<file path="src/rtl/spi_pkg.sv">
// Shared state encoding and frame constants for the SPI register-file slave.
package spi_pkg;

  typedef enum logic [1:0] {
    StIdle,
    StHdr,
    StData,
    StDone
  } spi_state_e;

  localparam int unsigned HDR_W       = 8;
  localparam int unsigned WR_FLAG_BIT = 7;

endpackage

</file>
<file path="src/rtl/spi_sync_edge.sv">
// Multi-flop synchroniser for one asynchronous SPI input, with leading/trailing edge flags
// derived from the synchronised level and one extra history flop.
module spi_sync_edge #(
  parameter int unsigned SYNC_STAGES = 2,
  parameter int unsigned CPOL        = 0
) (
  input  logic clk,
  input  logic reset,
  input  logic async_in,
  output logic sync_out,
  output logic lead,
  output logic trail
);

  logic [SYNC_STAGES-1:0] sync_q, sync_d;
  logic                   prev_q, prev_d;
  logic                   rise, fall;

  always_comb begin
    sync_d = {sync_q[SYNC_STAGES-2:0], async_in};
    prev_d = sync_q[SYNC_STAGES-1];
  end

  always_ff @(posedge clk) begin
    if (reset) begin
      sync_q <= '0;
      prev_q <= 1'b0;
    end else begin
      sync_q <= sync_d;
      prev_q <= prev_d;
    end
  end

  always_comb begin
    sync_out = sync_q[SYNC_STAGES-1];
    rise     = sync_out & ~prev_q;
    fall     = ~sync_out & prev_q;
    // With CPOL=1 the clock idles high, so the leading edge is the falling one.
    lead     = (CPOL != 0) ? fall : rise;
    trail    = (CPOL != 0) ? rise : fall;
  end

endmodule

</file>
<file path="src/rtl/spi_regfile_slave.sv">
// SPI (CPHA=0) slave exposing a bank of read registers and a bank of write registers.
// Frame: 8-bit header (write flag + address) followed by DATA_W payload bits, MSB first.
module spi_regfile_slave
  import spi_pkg::*;
#(
  parameter int unsigned DATA_W      = 32,
  parameter int unsigned ADDR_W      = 4,
  parameter int unsigned N_RD        = 16,
  parameter int unsigned N_WR        = 16,
  parameter int unsigned CPOL        = 0,
  parameter int unsigned SYNC_STAGES = 2
) (
  input  logic                   clk,
  input  logic                   reset,
  input  logic                   spi_clk,
  input  logic                   spi_cs,
  input  logic                   spi_mosi,
  output logic                   spi_miso,
  input  logic [N_RD*DATA_W-1:0] rd_data,
  output logic [N_WR*DATA_W-1:0] wr_data,
  output logic                   wr_strobe,
  output logic [ADDR_W-1:0]      wr_addr,
  output logic [7:0]             frame_err_cnt
);

  localparam int unsigned FRAME_W = HDR_W + DATA_W;
  localparam int unsigned CNT_W   = $clog2(FRAME_W + 1);

  logic clk_s, clk_lead, clk_trail;
  logic cs_s, cs_lead, cs_trail;
  logic mosi_s, mosi_lead, mosi_trail;
  logic unused_sync;

  spi_sync_edge #(.SYNC_STAGES(SYNC_STAGES), .CPOL(CPOL)) u_sync_clk (
    .clk      (clk),
    .reset    (reset),
    .async_in (spi_clk),
    .sync_out (clk_s),
    .lead     (clk_lead),
    .trail    (clk_trail)
  );

  spi_sync_edge #(.SYNC_STAGES(SYNC_STAGES), .CPOL(0)) u_sync_cs (
    .clk      (clk),
    .reset    (reset),
    .async_in (spi_cs),
    .sync_out (cs_s),
    .lead     (cs_lead),
    .trail    (cs_trail)
  );

  spi_sync_edge #(.SYNC_STAGES(SYNC_STAGES), .CPOL(0)) u_sync_mosi (
    .clk      (clk),
    .reset    (reset),
    .async_in (spi_mosi),
    .sync_out (mosi_s),
    .lead     (mosi_lead),
    .trail    (mosi_trail)
  );

  assign unused_sync = ^{clk_s, cs_lead, cs_trail, mosi_lead, mosi_trail};

  spi_state_e              state_q, state_d;
  logic [CNT_W-1:0]        bit_cnt_q, bit_cnt_d;
  logic [DATA_W-1:0]       shift_q, shift_d;
  logic [DATA_W-1:0]       miso_sh_q, miso_sh_d;
  logic                    miso_q, miso_d;
  logic                    hdr_wr_q, hdr_wr_d;
  logic [ADDR_W-1:0]       hdr_addr_q, hdr_addr_d;
  // Cleared by reset; set once CS is seen high so a frame cut by reset is not resumed.
  logic                    armed_q, armed_d;
  logic [N_WR*DATA_W-1:0]  wr_data_q, wr_data_d;
  logic                    wr_strobe_q, wr_strobe_d;
  logic [ADDR_W-1:0]       wr_addr_q, wr_addr_d;
  logic [7:0]              err_cnt_q, err_cnt_d;

  logic [DATA_W-1:0]       rd_word;
  logic                    rd_oob, wr_oob, wr_en, err_inc;

  always_comb begin
    rd_word = '0;
    for (int unsigned k = 0; k < N_RD; k++) begin
      if (shift_q[ADDR_W-1:0] == ADDR_W'(k)) rd_word = rd_data[k*DATA_W +: DATA_W];
    end
    rd_oob = 32'(shift_q[ADDR_W-1:0]) >= N_RD;
    wr_oob = 32'(hdr_addr_q) >= N_WR;
  end

  always_comb begin
    state_d     = state_q;
    bit_cnt_d   = bit_cnt_q;
    shift_d     = shift_q;
    miso_sh_d   = miso_sh_q;
    miso_d      = miso_q;
    hdr_wr_d    = hdr_wr_q;
    hdr_addr_d  = hdr_addr_q;
    armed_d     = armed_q;
    wr_strobe_d = 1'b0;
    wr_addr_d   = wr_addr_q;
    wr_en       = 1'b0;
    err_inc     = 1'b0;

    if (cs_s) begin
      state_d = StIdle;
      miso_d  = 1'b0;
      armed_d = 1'b1;
      err_inc = (state_q == StHdr) || (state_q == StData);
    end else begin
      unique case (state_q)
        StIdle: begin
          if (armed_q) begin
            state_d   = StHdr;
            bit_cnt_d = '0;
            shift_d   = '0;
            miso_sh_d = '0;
            miso_d    = 1'b0;
          end
        end
        StHdr, StData: begin
          if (clk_lead && (bit_cnt_q < CNT_W'(FRAME_W))) begin
            shift_d   = {shift_q[DATA_W-2:0], mosi_s};
            bit_cnt_d = bit_cnt_q + CNT_W'(1);
          end else if (clk_trail && (state_q == StHdr) && (bit_cnt_q == CNT_W'(HDR_W))) begin
            hdr_wr_d   = shift_q[WR_FLAG_BIT];
            hdr_addr_d = shift_q[ADDR_W-1:0];
            miso_sh_d  = rd_word;
            miso_d     = rd_word[DATA_W-1];
            state_d    = StData;
            err_inc    = rd_oob && !shift_q[WR_FLAG_BIT];
          end else if (clk_trail && (state_q == StData)) begin
            if (bit_cnt_q == CNT_W'(FRAME_W)) begin
              state_d = StDone;
              miso_d  = 1'b0;
              if (hdr_wr_q) begin
                if (wr_oob) begin
                  err_inc = 1'b1;
                end else begin
                  wr_en       = 1'b1;
                  wr_strobe_d = 1'b1;
                  wr_addr_d   = hdr_addr_q;
                end
              end
            end else begin
              miso_sh_d = {miso_sh_q[DATA_W-2:0], 1'b0};
              miso_d    = miso_sh_q[DATA_W-2];
            end
          end
        end
        StDone: miso_d = 1'b0;
      endcase
    end
  end

  always_comb begin
    wr_data_d = wr_data_q;
    for (int unsigned k = 0; k < N_WR; k++) begin
      if (wr_en && (hdr_addr_q == ADDR_W'(k))) wr_data_d[k*DATA_W +: DATA_W] = shift_q;
    end
    err_cnt_d = (err_inc && (err_cnt_q != 8'hFF)) ? err_cnt_q + 8'd1 : err_cnt_q;
  end

  always_ff @(posedge clk) begin
    if (reset) begin
      state_q     <= StIdle;
      bit_cnt_q   <= '0;
      shift_q     <= '0;
      miso_sh_q   <= '0;
      miso_q      <= 1'b0;
      hdr_wr_q    <= 1'b0;
      hdr_addr_q  <= '0;
      armed_q     <= 1'b0;
      wr_data_q   <= '0;
      wr_strobe_q <= 1'b0;
      wr_addr_q   <= '0;
      err_cnt_q   <= '0;
    end else begin
      state_q     <= state_d;
      bit_cnt_q   <= bit_cnt_d;
      shift_q     <= shift_d;
      miso_sh_q   <= miso_sh_d;
      miso_q      <= miso_d;
      hdr_wr_q    <= hdr_wr_d;
      hdr_addr_q  <= hdr_addr_d;
      armed_q     <= armed_d;
      wr_data_q   <= wr_data_d;
      wr_strobe_q <= wr_strobe_d;
      wr_addr_q   <= wr_addr_d;
      err_cnt_q   <= err_cnt_d;
    end
  end

  assign spi_miso      = miso_q;
  assign wr_data       = wr_data_q;
  assign wr_strobe     = wr_strobe_q;
  assign wr_addr       = wr_addr_q;
  assign frame_err_cnt = err_cnt_q;

endmodule

</file>
<file path="config.mk">
export PLATFORM = sky130hd
export DESIGN_NAME = spi_regfile_slave
export DESIGN_NICKNAME = d
export VERILOG_FILES = /design/src/rtl/spi_pkg.sv /design/src/rtl/spi_sync_edge.sv /design/src/rtl/spi_regfile_slave.sv
export SDC_FILE = /design/constraint.sdc
export NUM_CORES = 2
export LEC_CHECK = 0
export CORE_AREA = 2 2 407 409
export CTS_CLUSTER_SIZE = 40
export DETAILED_ROUTE_END_ITERATION = 8
export DIE_AREA = 0 0 409 411
export SLEW_MARGIN = 20
export SYNTH_ARGS = -nofsm -noshare
export SYNTH_HDL_FRONTEND = slang
export SYNTH_SLANG_ARGS = --single-unit
</file>
<file path="constraint.sdc">
create_clock -name clk -period 2.44 [get_ports clk]
set_input_delay 0.244 -clock clk [delete_from_list [all_inputs] [get_ports clk]]
set_output_delay 0.244 -clock clk [all_outputs]
set_load 0.1 [all_outputs]
</file>
==> Implementation_results.wiki <==
{| class="wikitable"
! Metric !! Value
|-
| Cell at the root of the clock tree || sky130_fd_sc_hd__clkbuf_16
|-
| Pin slew with the least headroom to its limit || ~1.2 ns
|-
| TritonCTS clock tree || built
|-
| Type of element capturing the critical path || register
|-
| Max Slew Vio Count || 0
|-
| Cell-by-cell trace of the critical path || inv_2 -> ha_4 -> inv_4 -> a311oi_4 -> nand4_4 -> buf_8 -> buf_12 -> buf_12 -> nor4_4 -> buf_6 -> buf_4 -> buf_12 -> nand2_1 -> a21oi_2
|-
| Achievable clock frequency || 391 MHz
|-
| Crit Path Max Fanout || 6
|-
| Switching share of power || 0.254
|-
| Clock group share of total power || 0.477
|-
| Proportion of layout cells with a drive suffix above 1 || 0.284
|-
| Overall die height || 411 um
|-
| Post-synthesis sequential element count || 610
|-
| CTS Sinks || 610
|-
| Final WS setup || -0.116 ns
|-
| Aggregate routed wire length || 197,000 um
|-
| Number of clock buffers inserted by TritonCTS || 73
|-
| Total stage count of the critical path || 14
|-
| Post-synth ARST share || 0
|-
| First-pass GRT wire length || 253,000 um
|-
| Cell count after synthesis || 3,453
|-
| Hold Path End || u_sync_cs.sync_q[0]
|-
| Number of endpoints with negative hold slack in the final report || 0
|-
| Count of cells along the worst hold path || 2
|-
| Delay of the slowest cell on the worst path || 0.34 ns
|-
| Minimum clock period || approximately 2.6 ns
|-
| Count of yosys warnings during synthesis || 0
|-
| Dominant delay contributor by cell family on the critical path || buffers and inverters
|-
| Critical R2R Launch || state_q[0]
|-
| Net Count, Synth || ~4k
|-
| GP Congestion || 0.988
|-
| Initial antenna violation count || 76
|-
| Finished Layout Cells || 6,864
|-
| Type of the worst setup path || register to register
|-
| Horiz. Die Dim || 409 um
|-
| WP data required || between 3 and 4 ns
|-
| Half-perimeter wire length after detailed placement || 146,000 um
|-
| CTS H-tree depth || 3
|-
| Total via count in the routed design || 31.5k
|-
| Reported net switching power || 6.11 mW
|-
| Final Skew || 0.0414 ns
|-
| Int Power || 18.0 mW
|-
| Post-placement cell count || between 6k and 7k
|-
| Worst path arrival time || 3.13 ns
|-
| Launch instance of the worst min-delay path || spi_cs
|-
| Number of filler instances in the final layout || 17.6k
|-
| Worst r2r dst || wr_data[266]
|-
| Die Outline Area || 0.168 mm^2
|-
| Proportion of power drawn by flip-flops and latches || 0.414
|-
| Top flip-flop cell by instance count after synthesis || sky130_fd_sc_hd__dfxtp_1
|-
| Leak pwr || 16.3 nW
|-
| Sequential share of the synthesized area || 0.456
|-
| Number of nets with antenna violations after detailed routing || 0
|-
| Setup repair after global routing missed its margin || true
|-
| Iteration count of the initial detailed-routing pass || 6
|-
| Run status || complete, but fails checks
|-
| Slowest cell on crit path || sky130_fd_sc_hd__dfxtp_2
|-
| Mean routed wirelength per cell || 28.7 um
|-
| Vias in the first global route || 29.6k
|-
| Worst Setup Start Kind || register
|-
| Most common cell after layout, fill and taps aside || sky130_fd_sc_hd__nand2_1
|-
| Largest vdd supply drop || between 0.0004 and 0.0005 V
|-
| Period Utilization, post-route || 1.05
|-
| Total grt overflow || 0
|-
| Number of input and output port buffers inserted || 1,042
|-
| GRT Total Usage || 0.217
|-
| Synthesis-to-finish area growth || 68.8%
|-
| Library cell appearing most often on the critical path || sky130_fd_sc_hd__buf_12
|-
| Worst-case reg-to-reg path depth || 14
|-
| Slew HR || 0.191
|-
| Clock latency of the later-clocked register in the worst-skew pair || 0.67 ns
|-
| Violated checks || setup timing
|-
| Number of buffers between clock root and the deepest sink || 3
|-
| Starting density of the core || 0.163
|-
| Number of top-level pins || 1,043
|-
| Worst-path clk slew || 0.06 ns
|-
| Distinct cells, synth || 70
|-
| Core Region || 0.164 mm^2
|-
| Worst slack on hold paths || 0.184 ns
|-
| Setup slack of the most critical reg-to-reg path || -0.12 ns
|-
| Via density per instance || around 4.6
|-
| Most used cells in the layout excluding fill and tap cells || sky130_fd_sc_hd__nand2_1, sky130_fd_sc_hd__buf_4, sky130_fd_sc_hd__dfxtp_1
|-
| Number of maximum-capacitance violations || 0
|-
| Initial drt markers || 2,812
|-
| Row count || 149
|-
| EDFF count, synth || 0
|-
| Net count reported at finish || 5,095
|-
| Drc violations || 0
|-
| Final setup fails || 232
|-
| Total design power || 24.1 mW
|-
| Post-Syn Area || approximately 0.027 mm^2
|-
| Class of the worst hold path || input port to register
|-
| Pin count of the biggest net entering global routing || between 150 and 200
|-
| Mean instance size in the synthesized netlist || 7.75 um^2
|-
| Crit path buffers/inverters || 8
|-
| Power per unit of standard cell area || 534 mW/mm^2
|-
| Share of power burned in combinational logic || 0.109
|}
cells by family (layout without fill, tap and decap cells):
kind of cell	Yosys count	after routing	synth area share
flops	610	610	0.456
xor+xnor	9	9	0.00294
other cells	0	46	0
buf+inv	360	1536	0.0631
simple gates	1426	1426	0.218
fa+ha+maj	7	7	0.00327
mux	98	98	0.0526
compound gates	943	943	0.203
cell usage after synthesis (6+ instances only):
cell | number | area (um^2)
sky130_fd_sc_hd__nand3_1 | 38 | 190
sky130_fd_sc_hd__mux4_2 | 33 | 743
sky130_fd_sc_hd__nor2b_1 | 19 | 119
sky130_fd_sc_hd__nor2_1 | 83 | 312
sky130_fd_sc_hd__o31ai_1 | 6 | 45.0
sky130_fd_sc_hd__buf_4 | 7 | 52.6
sky130_fd_sc_hd__buf_2 | 129 | 646
sky130_fd_sc_hd__buf_6 | 20 | 225
sky130_fd_sc_hd__xor2_1 | 7 | 61.3
sky130_fd_sc_hd__nand4_1 | 6 | 37.5
sky130_fd_sc_hd__o221ai_1 | 29 | 254
sky130_fd_sc_hd__clkbuf_1 | 176 | 661
sky130_fd_sc_hd__o211ai_1 | 9 | 67.6
sky130_fd_sc_hd__a22o_1 | 21 | 184
sky130_fd_sc_hd__mux2i_1 | 54 | 541
sky130_fd_sc_hd__ha_1 | 7 | 87.6
sky130_fd_sc_hd__inv_1 | 9 | 33.8
sky130_fd_sc_hd__a221oi_1 | 22 | 193
sky130_fd_sc_hd__a211oi_1 | 15 | 113
sky130_fd_sc_hd__a31oi_1 | 13 | 81.3
sky130_fd_sc_hd__mux2_2 | 11 | 124
sky130_fd_sc_hd__o2bb2ai_1 | 7 | 61.3
sky130_fd_sc_hd__nor3_1 | 11 | 55.1
sky130_fd_sc_hd__o22ai_1 | 19 | 119
sky130_fd_sc_hd__or3_1 | 18 | 113
sky130_fd_sc_hd__a32oi_1 | 12 | 105
sky130_fd_sc_hd__nor3_2 | 6 | 60.1
sky130_fd_sc_hd__o32ai_1 | 7 | 61.3
sky130_fd_sc_hd__and2_1 | 7 | 43.8
sky130_fd_sc_hd__a21oi_1 | 647 | 3240
sky130_fd_sc_hd__nand2_1 | 1195 | 4490
sky130_fd_sc_hd__buf_1 | 17 | 63.8
sky130_fd_sc_hd__nand2b_1 | 11 | 68.8
sky130_fd_sc_hd__nor3_4 | 6 | 97.6
sky130_fd_sc_hd__dfxtp_1 | 610 | 12200
sky130_fd_sc_hd__a22oi_1 | 28 | 210
sky130_fd_sc_hd__o21ai_0 | 69 | 345
power by group through the flow:
| stage | clock, mW | sequential [mW] | combinational [mW] |
|---|---|---|---|
| after CTS | 11.8 | 9.99 | 2.56 |
| after floorplan | 0 | 10.2 | 0.757 |
| after global placement | 0 | 10.2 | 2.47 |
| final | 11.5 | 9.99 | 2.63 |
| after detailed placement | 0 | 10.2 | 2.48 |
| after global routing | 12.1 | 9.99 | 2.74 |
state kept, by name (all words and copies together) (netlist names), 4 cells and up:
signal / count
frame_err_cnt: 8
wr_addr: 4
wr_data: 512
shift_q: 32
bit_cnt_q: 6
hdr_addr_q: 4
miso_sh_q: 31
stage by stage:
stage,setup WS [ns],util,TNS [ns],cell area [um^2]
after floorplan,-0.0124,-,-1.12,26800
after global placement,-0.898,0.244,-43.14,39900
after detailed placement,-0.612,0.244,-59.77,39900
after CTS,-0.190,0.266,-48.43,43700
after global routing,-0.223,0.275,-56.01,45100
final,-0.116,0.276,-8.17,45200
routing by layer:
metal	up-vias	track usage	routed length [um]
met1	15300	0.220	66800
li1	14000	-	-
met5	-	0	214
met3	498	0.0576	15400
met4	32	0.149	15900
met2	1678	0.388	99000
worst reg2reg max path, delay by kind of cell, from the launching register on:
kind	cells	cell delay [ns]
AOI/OAI and AO/OA	2	0.45
adders and majority gates	1	0.28
buffers and inverters	8	1.02
DFF	1	0.34
and+or+nand+nor	3	0.40
layout make-up:
cell class | count | area [um^2] | share of cell area
diodes | 46 | 115 | 0.00255
clock inverters | 34 | 443 | 0.00980
inverters | 11 | 46.3 | 0.00102
well taps | 2189 | 2740 | 0.0606
clock buffers | 99 | 2070 | 0.0459
flip-flops and latches | 610 | 12200 | 0.271
multi-input cells | 2483 | 14000 | 0.311
repair buffers | 1392 | 13500 | 0.298
worst max-delay path by stage:
stage | from | to | slack, ns
2_1_floorplan | state_q[0] | wr_data[161] | -0.01
3_3_place_gp | shift_q[1] | miso_sh_q[19] | -0.90
3_5_place_dp | shift_q[1] | miso_sh_q[8] | -0.61
4_1_cts | state_q[1] | wr_data[73] | -0.19
5_1_grt | state_q[0] | wr_data[266] | -0.22
6_report | state_q[0] | wr_data[266] | -0.12
timing repair:
action / 4_1_cts / 5_1_grt
cloned: 18 / 15
hold buffers: 1 / 0
pin swaps: 38 / 140
endpoints found under the hold margin: 3 / 0
setup buffers: 28 / 16
resized for setup: 109 / 260
setup endpoints to repair: 539 / 541
Note: power is estimated with default switching activity, not from simulation.
